===== config.mk =====
export PLATFORM = sky130hd
export DESIGN_NAME = seq_divider
export DESIGN_NICKNAME = d
export VERILOG_FILES = /design/src/rtl/alu_pkg.sv /design/src/rtl/div_sign_fix.sv /design/src/rtl/seq_divider.sv
export SDC_FILE = /design/constraint.sdc
export NUM_CORES = 1
export LEC_CHECK = 0
export ABC_AREA = 1
export CORE_ASPECT_RATIO = 0.75
export CORE_MARGIN = 3
export CORE_UTILIZATION = 40
export CTS_CLUSTER_DIAMETER = 120
export DETAILED_ROUTE_END_ITERATION = 10
export SYNTH_ARGS = -nofsm -noshare
export SYNTH_HDL_FRONTEND = slang
export SYNTH_SLANG_ARGS = --single-unit

===== constraint.sdc =====
create_clock -name clk -period 6.2 [get_ports clk]
set_clock_uncertainty 0.05 [all_clocks]
set_input_delay 1.24 -clock clk [delete_from_list [all_inputs] [get_ports clk]]
set_output_delay 1.24 -clock clk [all_outputs]
set_load 0.01 [all_outputs]

===== src/rtl/alu_pkg.sv =====
// alu_pkg: ALU op codes on the Signal bus, divider FSM states and the default operand width.
package alu_pkg;

  localparam int WIDTH_DEF = 32;

  localparam logic [5:0] MUL  = 6'b011000;
  localparam logic [5:0] DIVU = 6'b011011;
  localparam logic [5:0] DIV  = 6'b011010;
  localparam logic [5:0] OUT  = 6'b010000;

  typedef enum logic [1:0] {
    IDLE = 2'd0,
    CALC = 2'd1,
    FIX  = 2'd2,
    DONE = 2'd3
  } div_state_t;

endpackage


===== src/rtl/div_sign_fix.sv =====
// div_sign_fix: combinational operand-magnitude and result-sign correction for signed DIV.
// Only present when DIVIDER_SIGNED_EN is defined.
`ifdef DIVIDER_SIGNED_EN
module div_sign_fix
  import alu_pkg::*;
#(
  parameter int WIDTH = WIDTH_DEF
) (
  input  logic             signed_op,
  input  logic [WIDTH-1:0] a_in,
  input  logic [WIDTH-1:0] b_in,
  input  logic [WIDTH-1:0] quo_mag,
  input  logic [WIDTH-1:0] rem_mag,
  input  logic             neg_q,
  input  logic             neg_r,
  output logic [WIDTH-1:0] a_mag,
  output logic [WIDTH-1:0] b_mag,
  output logic [WIDTH-1:0] quo_out,
  output logic [WIDTH-1:0] rem_out
);

  localparam logic [WIDTH-1:0] ONE = {{(WIDTH-1){1'b0}}, 1'b1};

  // Two's-complement negation wraps, so -2^(WIDTH-1) maps onto itself as its own magnitude.
  assign a_mag   = (signed_op && a_in[WIDTH-1]) ? (~a_in + ONE) : a_in;
  assign b_mag   = (signed_op && b_in[WIDTH-1]) ? (~b_in + ONE) : b_in;
  assign quo_out = neg_q ? (~quo_mag + ONE) : quo_mag;
  assign rem_out = neg_r ? (~rem_mag + ONE) : rem_mag;

endmodule
`endif


===== src/rtl/seq_divider.sv =====
// seq_divider: iterative restoring divider, one quotient bit per cycle, dataOut={remainder,quotient}.
// Define DIVIDER_SIGNED_EN to accept signed DIV (adds the FIX state and div_sign_fix).
module seq_divider
  import alu_pkg::*;
#(
  parameter int  WIDTH = WIDTH_DEF,
  localparam int CNT_W = $clog2(WIDTH)
) (
  input  logic               clk,
  input  logic               reset,
  input  logic [WIDTH-1:0]   dataA,
  input  logic [WIDTH-1:0]   dataB,
  input  logic [5:0]         Signal,
  input  logic               start,
  output logic               busy,
  output logic               done,
  output logic               dz,
  output logic [2*WIDTH-1:0] dataOut
);

  div_state_t state_r, state_nxt_s, calc_exit_s;

  logic [WIDTH:0]     rem_r;
  logic [WIDTH-1:0]   quo_r;
  logic [WIDTH-1:0]   dvs_r;
  logic [CNT_W-1:0]   cnt_r;

  logic               busy_r, done_r, dz_r;
  logic [2*WIDTH-1:0] dataout_r;

  logic               accept_s, signed_op_s;
  logic [WIDTH-1:0]   a_mag_s, b_mag_s;
  logic [WIDTH+1:0]   rem_sh_s, diff_s;
  logic [WIDTH:0]     rem_step_s;
  logic [WIDTH-1:0]   quo_step_s;
  logic [WIDTH-1:0]   res_q_s, res_r_s;

  assign accept_s = start && ((state_r == IDLE) || (state_r == DONE)) &&
                    ((Signal == DIVU) || signed_op_s);

`ifdef DIVIDER_SIGNED_EN
  logic             sgn_r, neg_q_r, neg_r_r;
  logic [WIDTH-1:0] fix_q_s, fix_r_s;

  assign signed_op_s = (Signal == DIV);
  assign calc_exit_s = sgn_r ? FIX : DONE;

  div_sign_fix #(.WIDTH(WIDTH)) u_sign_fix (
    .signed_op (signed_op_s),
    .a_in      (dataA),
    .b_in      (dataB),
    .quo_mag   (quo_r),
    .rem_mag   (rem_r[WIDTH-1:0]),
    .neg_q     (neg_q_r),
    .neg_r     (neg_r_r),
    .a_mag     (a_mag_s),
    .b_mag     (b_mag_s),
    .quo_out   (fix_q_s),
    .rem_out   (fix_r_s)
  );

  // Sign bookkeeping; a zero divisor keeps the all-ones quotient un-negated.
  always_ff @(posedge clk) begin
    if (reset) begin
      sgn_r   <= 1'b0;
      neg_q_r <= 1'b0;
      neg_r_r <= 1'b0;
    end else if (accept_s) begin
      sgn_r   <= signed_op_s;
      neg_q_r <= signed_op_s && (dataA[WIDTH-1] ^ dataB[WIDTH-1]) && (dataB != {WIDTH{1'b0}});
      neg_r_r <= signed_op_s && dataA[WIDTH-1];
    end
  end
`else
  assign signed_op_s = 1'b0;
  assign calc_exit_s = DONE;
  assign a_mag_s     = dataA;
  assign b_mag_s     = dataB;
`endif

  // One restoring step: shift {rem,quo} left, subtract divisor, keep it if non-negative.
  assign rem_sh_s = {rem_r, quo_r[WIDTH-1]};
  assign diff_s   = rem_sh_s - {2'b00, dvs_r};

  // Select restored or subtracted partial remainder for this iteration.
  always_comb begin
    rem_step_s = rem_sh_s[WIDTH:0];
    quo_step_s = {quo_r[WIDTH-2:0], 1'b0};
    if (!diff_s[WIDTH+1]) begin
      rem_step_s = diff_s[WIDTH:0];
      quo_step_s = {quo_r[WIDTH-2:0], 1'b1};
    end else begin
      rem_step_s = rem_sh_s[WIDTH:0];
      quo_step_s = {quo_r[WIDTH-2:0], 1'b0};
    end
  end

  // Result presented on entry to DONE: straight from the last CALC step, or sign-corrected in FIX.
  always_comb begin
    res_q_s = quo_step_s;
    res_r_s = rem_step_s[WIDTH-1:0];
`ifdef DIVIDER_SIGNED_EN
    if (state_r == FIX) begin
      res_q_s = fix_q_s;
      res_r_s = fix_r_s;
    end else begin
      res_q_s = quo_step_s;
      res_r_s = rem_step_s[WIDTH-1:0];
    end
`endif
  end

  // FSM state register.
  always_ff @(posedge clk) begin
    if (reset) begin
      state_r <= IDLE;
    end else begin
      state_r <= state_nxt_s;
    end
  end

  // FSM next-state logic.
  always_comb begin
    state_nxt_s = state_r;
    case (state_r)
      IDLE: begin
        if (accept_s) state_nxt_s = CALC;
        else          state_nxt_s = IDLE;
      end
      CALC: begin
        if (cnt_r == {CNT_W{1'b0}}) state_nxt_s = calc_exit_s;
        else                        state_nxt_s = CALC;
      end
      FIX:  state_nxt_s = DONE;
      DONE: begin
        if (accept_s) state_nxt_s = CALC;
        else          state_nxt_s = IDLE;
      end
      default: state_nxt_s = IDLE;
    endcase
  end

  // Datapath registers: load on accept, iterate while in CALC.
  always_ff @(posedge clk) begin
    if (reset) begin
      rem_r <= {(WIDTH+1){1'b0}};
      quo_r <= {WIDTH{1'b0}};
      dvs_r <= {WIDTH{1'b0}};
      cnt_r <= {CNT_W{1'b0}};
      dz_r  <= 1'b0;
    end else if (accept_s) begin
      rem_r <= {(WIDTH+1){1'b0}};
      quo_r <= a_mag_s;
      dvs_r <= b_mag_s;
      cnt_r <= CNT_W'(WIDTH - 1);
      dz_r  <= (dataB == {WIDTH{1'b0}});
    end else if (state_r == CALC) begin
      rem_r <= rem_step_s;
      quo_r <= quo_step_s;
      cnt_r <= cnt_r - CNT_W'(1);
    end
  end

  // Registered outputs decoded from the next state so they line up with the state they describe.
  always_ff @(posedge clk) begin
    if (reset) begin
      busy_r    <= 1'b0;
      done_r    <= 1'b0;
      dataout_r <= {(2*WIDTH){1'b0}};
    end else begin
      busy_r <= (state_nxt_s == CALC) || (state_nxt_s == FIX);
      done_r <= (state_nxt_s == DONE);
      if (state_nxt_s == DONE) begin
        dataout_r <= {res_r_s, res_q_s};
      end
    end
  end

  assign busy    = busy_r;
  assign done    = done_r;
  assign dz      = dz_r;
  assign dataOut = dataout_r;

endmodule


==> run metrics, run 1 <==
Synth area leader=dfxtp_1; clock root cell=clkbuf_16; Max clock buf depth=2; DRT Pass-1 Iters=7; most common cell after layout, fill and taps aside=nand2_1; area fraction of the dominant cell type after synthesis=37.0%; Max stage delay on crit path=650 ps; DP HPWL=around 19000 um; Global Route Usage Sum=21.4%; initial antenna violation count=1; crit-path cells=inv_1 -> ha_1 -> buf_4 -> inv_2 -> nor2_1 -> nand3b_1 -> or2_1 -> nand2_2 -> buf_4 -> nand3_1 -> nand2_1 -> inv_1; synthesized instance count=1369; CP Class=register to register; number of global-route vias before repair=8400; final WL=27100 um; first-pass GRT wire length=43200 um; postcts setup bufs=0; layout cells sized above 1=around 4.8%; Unique masters post-synth=37; clock sinks=170; Leak Pwr=roughly 5.4 nW; CP Capture Type=register; post-layout util=50.9%; syn_area_per_cell=6.72 um2; most frequent cells in the layout=nand2_1 (357), inv_1 (189), dfxtp_1 (170); max_cap viols=0; Layout area overhead=23.6%; CTS Buf Count=17; crit path max fanout=~80; Iter 0 DRT Violations=550; outcome=completed; worst slack at placement=2630 ps; actual slew at the worst max-slew pin=between 800 and 900 ps; fin worst setup slack=2890 ps; Inst Count DP=1749; top cells by area, synth=dfxtp_1 (37%), nand2_1 (15%), inv_1 (7.7%); # diodes=0; Starting Density=41.1%; DIE AREA=24900 um2; CP required=between 6000 and 7000 ps; Critical Path Start Type=register; nets=1583; largest net degree at the start of global routing=88; Post-CTS Hold Buffers=0; syn nets=between 1000 and 1500; clock latency on the worst-skew pair=around 430 ps; CTS tree=yes; IO Pins=140; post-synthesis sequential area ratio=37.0%; Worst path depth=12; DP Area=10800 um2; total global routing overflow=0; max-slew violation count=0; Worst slew margin=44.1%; gpl congestion=between 0.9 and 1; setup violators final=0; CP Buf/Inv Count=5; die height=137 um; total power=3.74 mW; WHS Path Cells=2; Final Hold Viols=0; final period utilization=53.4%; Peak Freq=0.302 GHz; DR vias=8988; average routed wire per standard cell=around 15 um; synth warn=0; RSZ-0062 raised after global routing=no; row count=47; final instance area=11400 um2; Clk pin slew, worst setup/hold paths=80 ps; Crit path max-delay family=buffers and inverters; htree depth=4; Worst VDD drop=0.180 mV; r2r setup slk=approximately 2900 ps; post-route ant nets=0; I/O Buffers=139; Critical-path top delay cell=buf_4; via/cell ratio=5.05; non-filler cells, final=around 1800; cells on worst reg2reg path=12; cts repair resizes=0; register bit count reported by yosys=170; Worst Path Arrival=3600 ps; Core ar.=22300 um2; fin crit period=around 3300 ps; Hold Slack=414 ps; Die X-Extent=181 um; setup TNS=0 ps; worst min path class=register to register; PD cells=329 nW/um2; DRC Markers=0; post-synthesis cell area=9200 um2
==> cells by family after synthesis <==
group / count (synthesis) / synth area share [%]
adder cells (fa/ha/maj): 36 / 4.98
flip-flops: 170 / 37.0
buffers and inverters: 258 / 11.0
AND/OR/NAND/NOR: 599 / 26.9
XOR/XNOR: 19 / 1.81
AO/OA/AOI/OAI: 287 / 18.2
==> synthesized netlist by cell type (all sizes together) <==
cell,count
a21oi,74
a221oi,1
a31oi,28
buf,21
clkbuf,41
clkinv,2
dfxtp,170
fa,1
ha,35
inv,194
nand2,369
nand3,68
nand3b,5
nand4,2
nor2,134
nor3,8
nor4,10
o211ai,21
o21ai,108
o21bai,50
o221ai,3
o31ai,2
or2,3
xnor2,2
xor2,17
==> power breakdown <==
group          switching (mW)  total [mW]  internal [mW]
clock network           0.544        1.10          0.552
registers              0.0462        1.22           1.17
logic                   0.948        1.43          0.484
total                    1.54        3.74           2.20
==> worst paths after layout <==
path | from | to
max | state_r[1]$_SDFF_PP0_ | dataOut[54]$_SDFFE_PP0P_
min reg2reg | quo_r[27]$_SDFFE_PP0P_ | dataOut[28]$_SDFFE_PP0P_
min | quo_r[27]$_SDFFE_PP0P_ | dataOut[28]$_SDFFE_PP0P_
max reg2reg | state_r[1]$_SDFF_PP0_ | dataOut[54]$_SDFFE_PP0P_
==> metal layers <==
metal  GRT usage [%]  vias up  part of all wire (%)  wire length, um
li1                -     4596                     -                -
met3            5.12       25                   6.6             1790
met4            4.99        2                   1.3              363
met2            30.5      252                    40            10800
met5               0        -                 0.048               13
met1            32.2     4113                    52            14100
==> final cells by class <==
| class | count | area [um2] |
|---|---|---|
| clock buffer | 17 | 425 |
| clock inverter | 15 | 193 |
| fill | 2237 | 11000 |
| inverter | 196 | 736 |
| multi-input combinational | 941 | 4790 |
| sequential | 170 | 3400 |
| tap | 294 | 368 |
| timing repair buffer | 148 | 1460 |
==> tightest hold or removal path: cells and delay by family, from the launching register on <==
kind / cells / cell delay [ps]
AOI/OAI and AO/OA: 1 / 50
buffers and inverters: 1 / 60
DFF: 1 / 310
==> flip-flops by register name (all words and copies together) (netlist names) <==
signal / count
dz: 1
quo_r: 32
cnt_r: 5
rem_r: 33
dvs_r: 32
state_r: 2
dataOut: 64
busy: 1
(Power assumes the default switching activity.)
==> run 2: changes to the inputs <==
==> constraint.sdc (replaced) <==
create_clock -name clk -period 3.3 [get_ports clk]
set_clock_uncertainty 0.05 [all_clocks]
set_input_delay 0.66 -clock clk [delete_from_list [all_inputs] [get_ports clk]]
set_output_delay 0.66 -clock clk [all_outputs]
set_load 0.01 [all_outputs]
==> run metrics, run 2 (synthesis results as in run 1) <==
outcome=completed (unchanged); final period utilization=88.1% (was 53.4%); Core ar.=22300 um2 (unchanged); gpl congestion=0.961 (was 0.932); setup violators final=0 (unchanged); DRT Pass-1 Iters=7 (unchanged); max FFs per register=64 (unchanged); DIE AREA=24900 um2 (unchanged); Global Route Usage Sum=22.4% (was 21.4%); CP Capture Type=register (unchanged); largest net degree at the start of global routing=88 (unchanged); first-pass GRT wire length=45100 um (was 43200 um); CP required=3590 ps (was 6490 ps); non-filler cells, final=1786 (was 1781); Leak Pwr=5.46 nW (was 5.44 nW); PD cells=619 nW/um2 (was 329 nW/um2); Critical-path top delay cell=o21ai_0 (was buf_4); htree depth=4 (unchanged); CTS Buf Count=17 (unchanged); cts repair resizes=0 (unchanged); most frequent cells in the layout=nand2_1 (357), inv_1 (189), dfxtp_1 (170) (unchanged); Final Hold Viols=0 (unchanged); Die X-Extent=181 um (unchanged); clock root cell=clkbuf_16 (unchanged); max-slew violation count=0 (unchanged); total global routing overflow=0 (unchanged); row count=47 (unchanged); setup TNS=0 ps (unchanged); fin crit period=2910 ps (was 3310 ps); crit path max fanout=3 (was 81); DRC Markers=0 (unchanged); Worst Path Arrival=3190 ps (was 3600 ps); most common cell after layout, fill and taps aside=nand2_1 (unchanged); worst min path class=register to register (unchanged); layout cells sized above 1=5.16% (was 4.84%); max_cap viols=0 (unchanged); clock latency on the worst-skew pair=440 ps (was 430 ps); nets=1588 (was 1583); crit-path cells=inv_1 -> ha_1 -> fa_1 -> inv_1 -> nand2_1 -> nand2_1 -> nand2_1 -> o21ai_0 -> nand2_1 -> nand2_1 -> nand3_1 -> nand2_1 -> nand2_1 -> nand3_2 -> nand3_1 -> nand2_1 -> inv_1 (was inv_1 -> ha_1 -> buf_4 -> inv_2 -> nor2_1 -> nand3b_1 -> or2_1 -> nand2_2 -> buf_4 -> nand3_1 -> nand2_1 -> inv_1); Clk pin slew, worst setup/hold paths=80 ps (about the same); DR vias=9133 (was 8988); number of global-route vias before repair=8620 (was 8400); CP Buf/Inv Count=3 (was 5); clock sinks=170 (unchanged); initial antenna violation count=0 (was 1); Worst slew margin=42.8% (was 44.1%); final WL=27800 um (was 27100 um); # diodes=0 (unchanged); Critical Path Start Type=register (unchanged); I/O Buffers=139 (unchanged); Max clock buf depth=2 (unchanged); die height=137 um (unchanged); Crit path max-delay family=simple AND/OR/NAND/NOR gates (was buffers and inverters); RSZ-0062 raised after global routing=no (unchanged); r2r setup slk=390 ps (was 2890 ps); IO Pins=140 (unchanged); average routed wire per standard cell=15.5 um (was 15.2 um); Max stage delay on crit path=450 ps (was 650 ps); CTS tree=yes (unchanged); CP Class=register to register (unchanged); most numerous cell on the critical path=nand2_1; Post-CTS Hold Buffers=0 (unchanged); post-route ant nets=0 (unchanged); Peak Freq=0.344 GHz (was 0.302 GHz); Starting Density=41.1% (unchanged); Inst Count DP=1754 (was 1749); DP HPWL=19900 um (was 19400 um); postcts setup bufs=0 (unchanged); Iter 0 DRT Violations=702 (was 550); via/cell ratio=5.11 (was 5.05); actual slew at the worst max-slew pin=857 ps (was 839 ps); Worst VDD drop=0.435 mV (was 0.180 mV); Layout area overhead=24.1% (was 23.6%)
[run 2: worst paths after layout]
kind | start | to | cells after the start
worst min register to register | dvs_r[30]$_SDFFE_PP0P_ | dvs_r[30]$_SDFFE_PP0P_ | 2
worst min-delay path | dvs_r[30]$_SDFFE_PP0P_ | dvs_r[30]$_SDFFE_PP0P_ | 2
worst max register to register | quo_r[31]$_SDFFE_PP0P_ | dataOut[58]$_SDFFE_PP0P_ | 17
worst max-delay path | quo_r[31]$_SDFFE_PP0P_ | dataOut[58]$_SDFFE_PP0P_ | 17
[run 2: worst min-delay path, delay by kind of cell (launching register included)]
kind / cells / cell delay [ps]
AO/OA/AOI/OAI: 1 / 50
buffers and inverters: 1 / 60
flip-flops: 1 / 300
[run 2: cell type report]
class,instances,area [um2]
tap,294,368
fill,2287,10900
clock inverter,15,171
clock buffer,17,425
inverter,196,736
sequential,170,3400
multi-input combinational,941,4790
timing repair buffer,153,1520
[run 2: metal layers]
metal  GRT usage (%)  vias up  wire length [um]
li1                -     4598                 -
met4            4.90        0               312
met3            5.30       21              1710
met1            32.8     4270             14200
met5               0        -                 0
met2            33.3      244             11500
[run 2: through the flow]
step	power, mW	worst slack, ps	hold WS, ps	utilization (%)	cell area (um2)
floorplan	4.18	1020	383	-	9200
global placement	5.02	435	393	48.4	10800
detailed placement	5.03	410	402	48.4	10800
CTS	7.10	396	412	51.1	11400
global route	7.53	99.2	426	51.1	11400
finish	7.06	393	408	51.1	11400
[run 2: power by group]
part	leakage, nW	internal (mW)	switching (mW)
Sequential	1.38	2.20	0.0884
Combinational	3.80	0.927	1.80
Clock	0.285	1.03	1.02
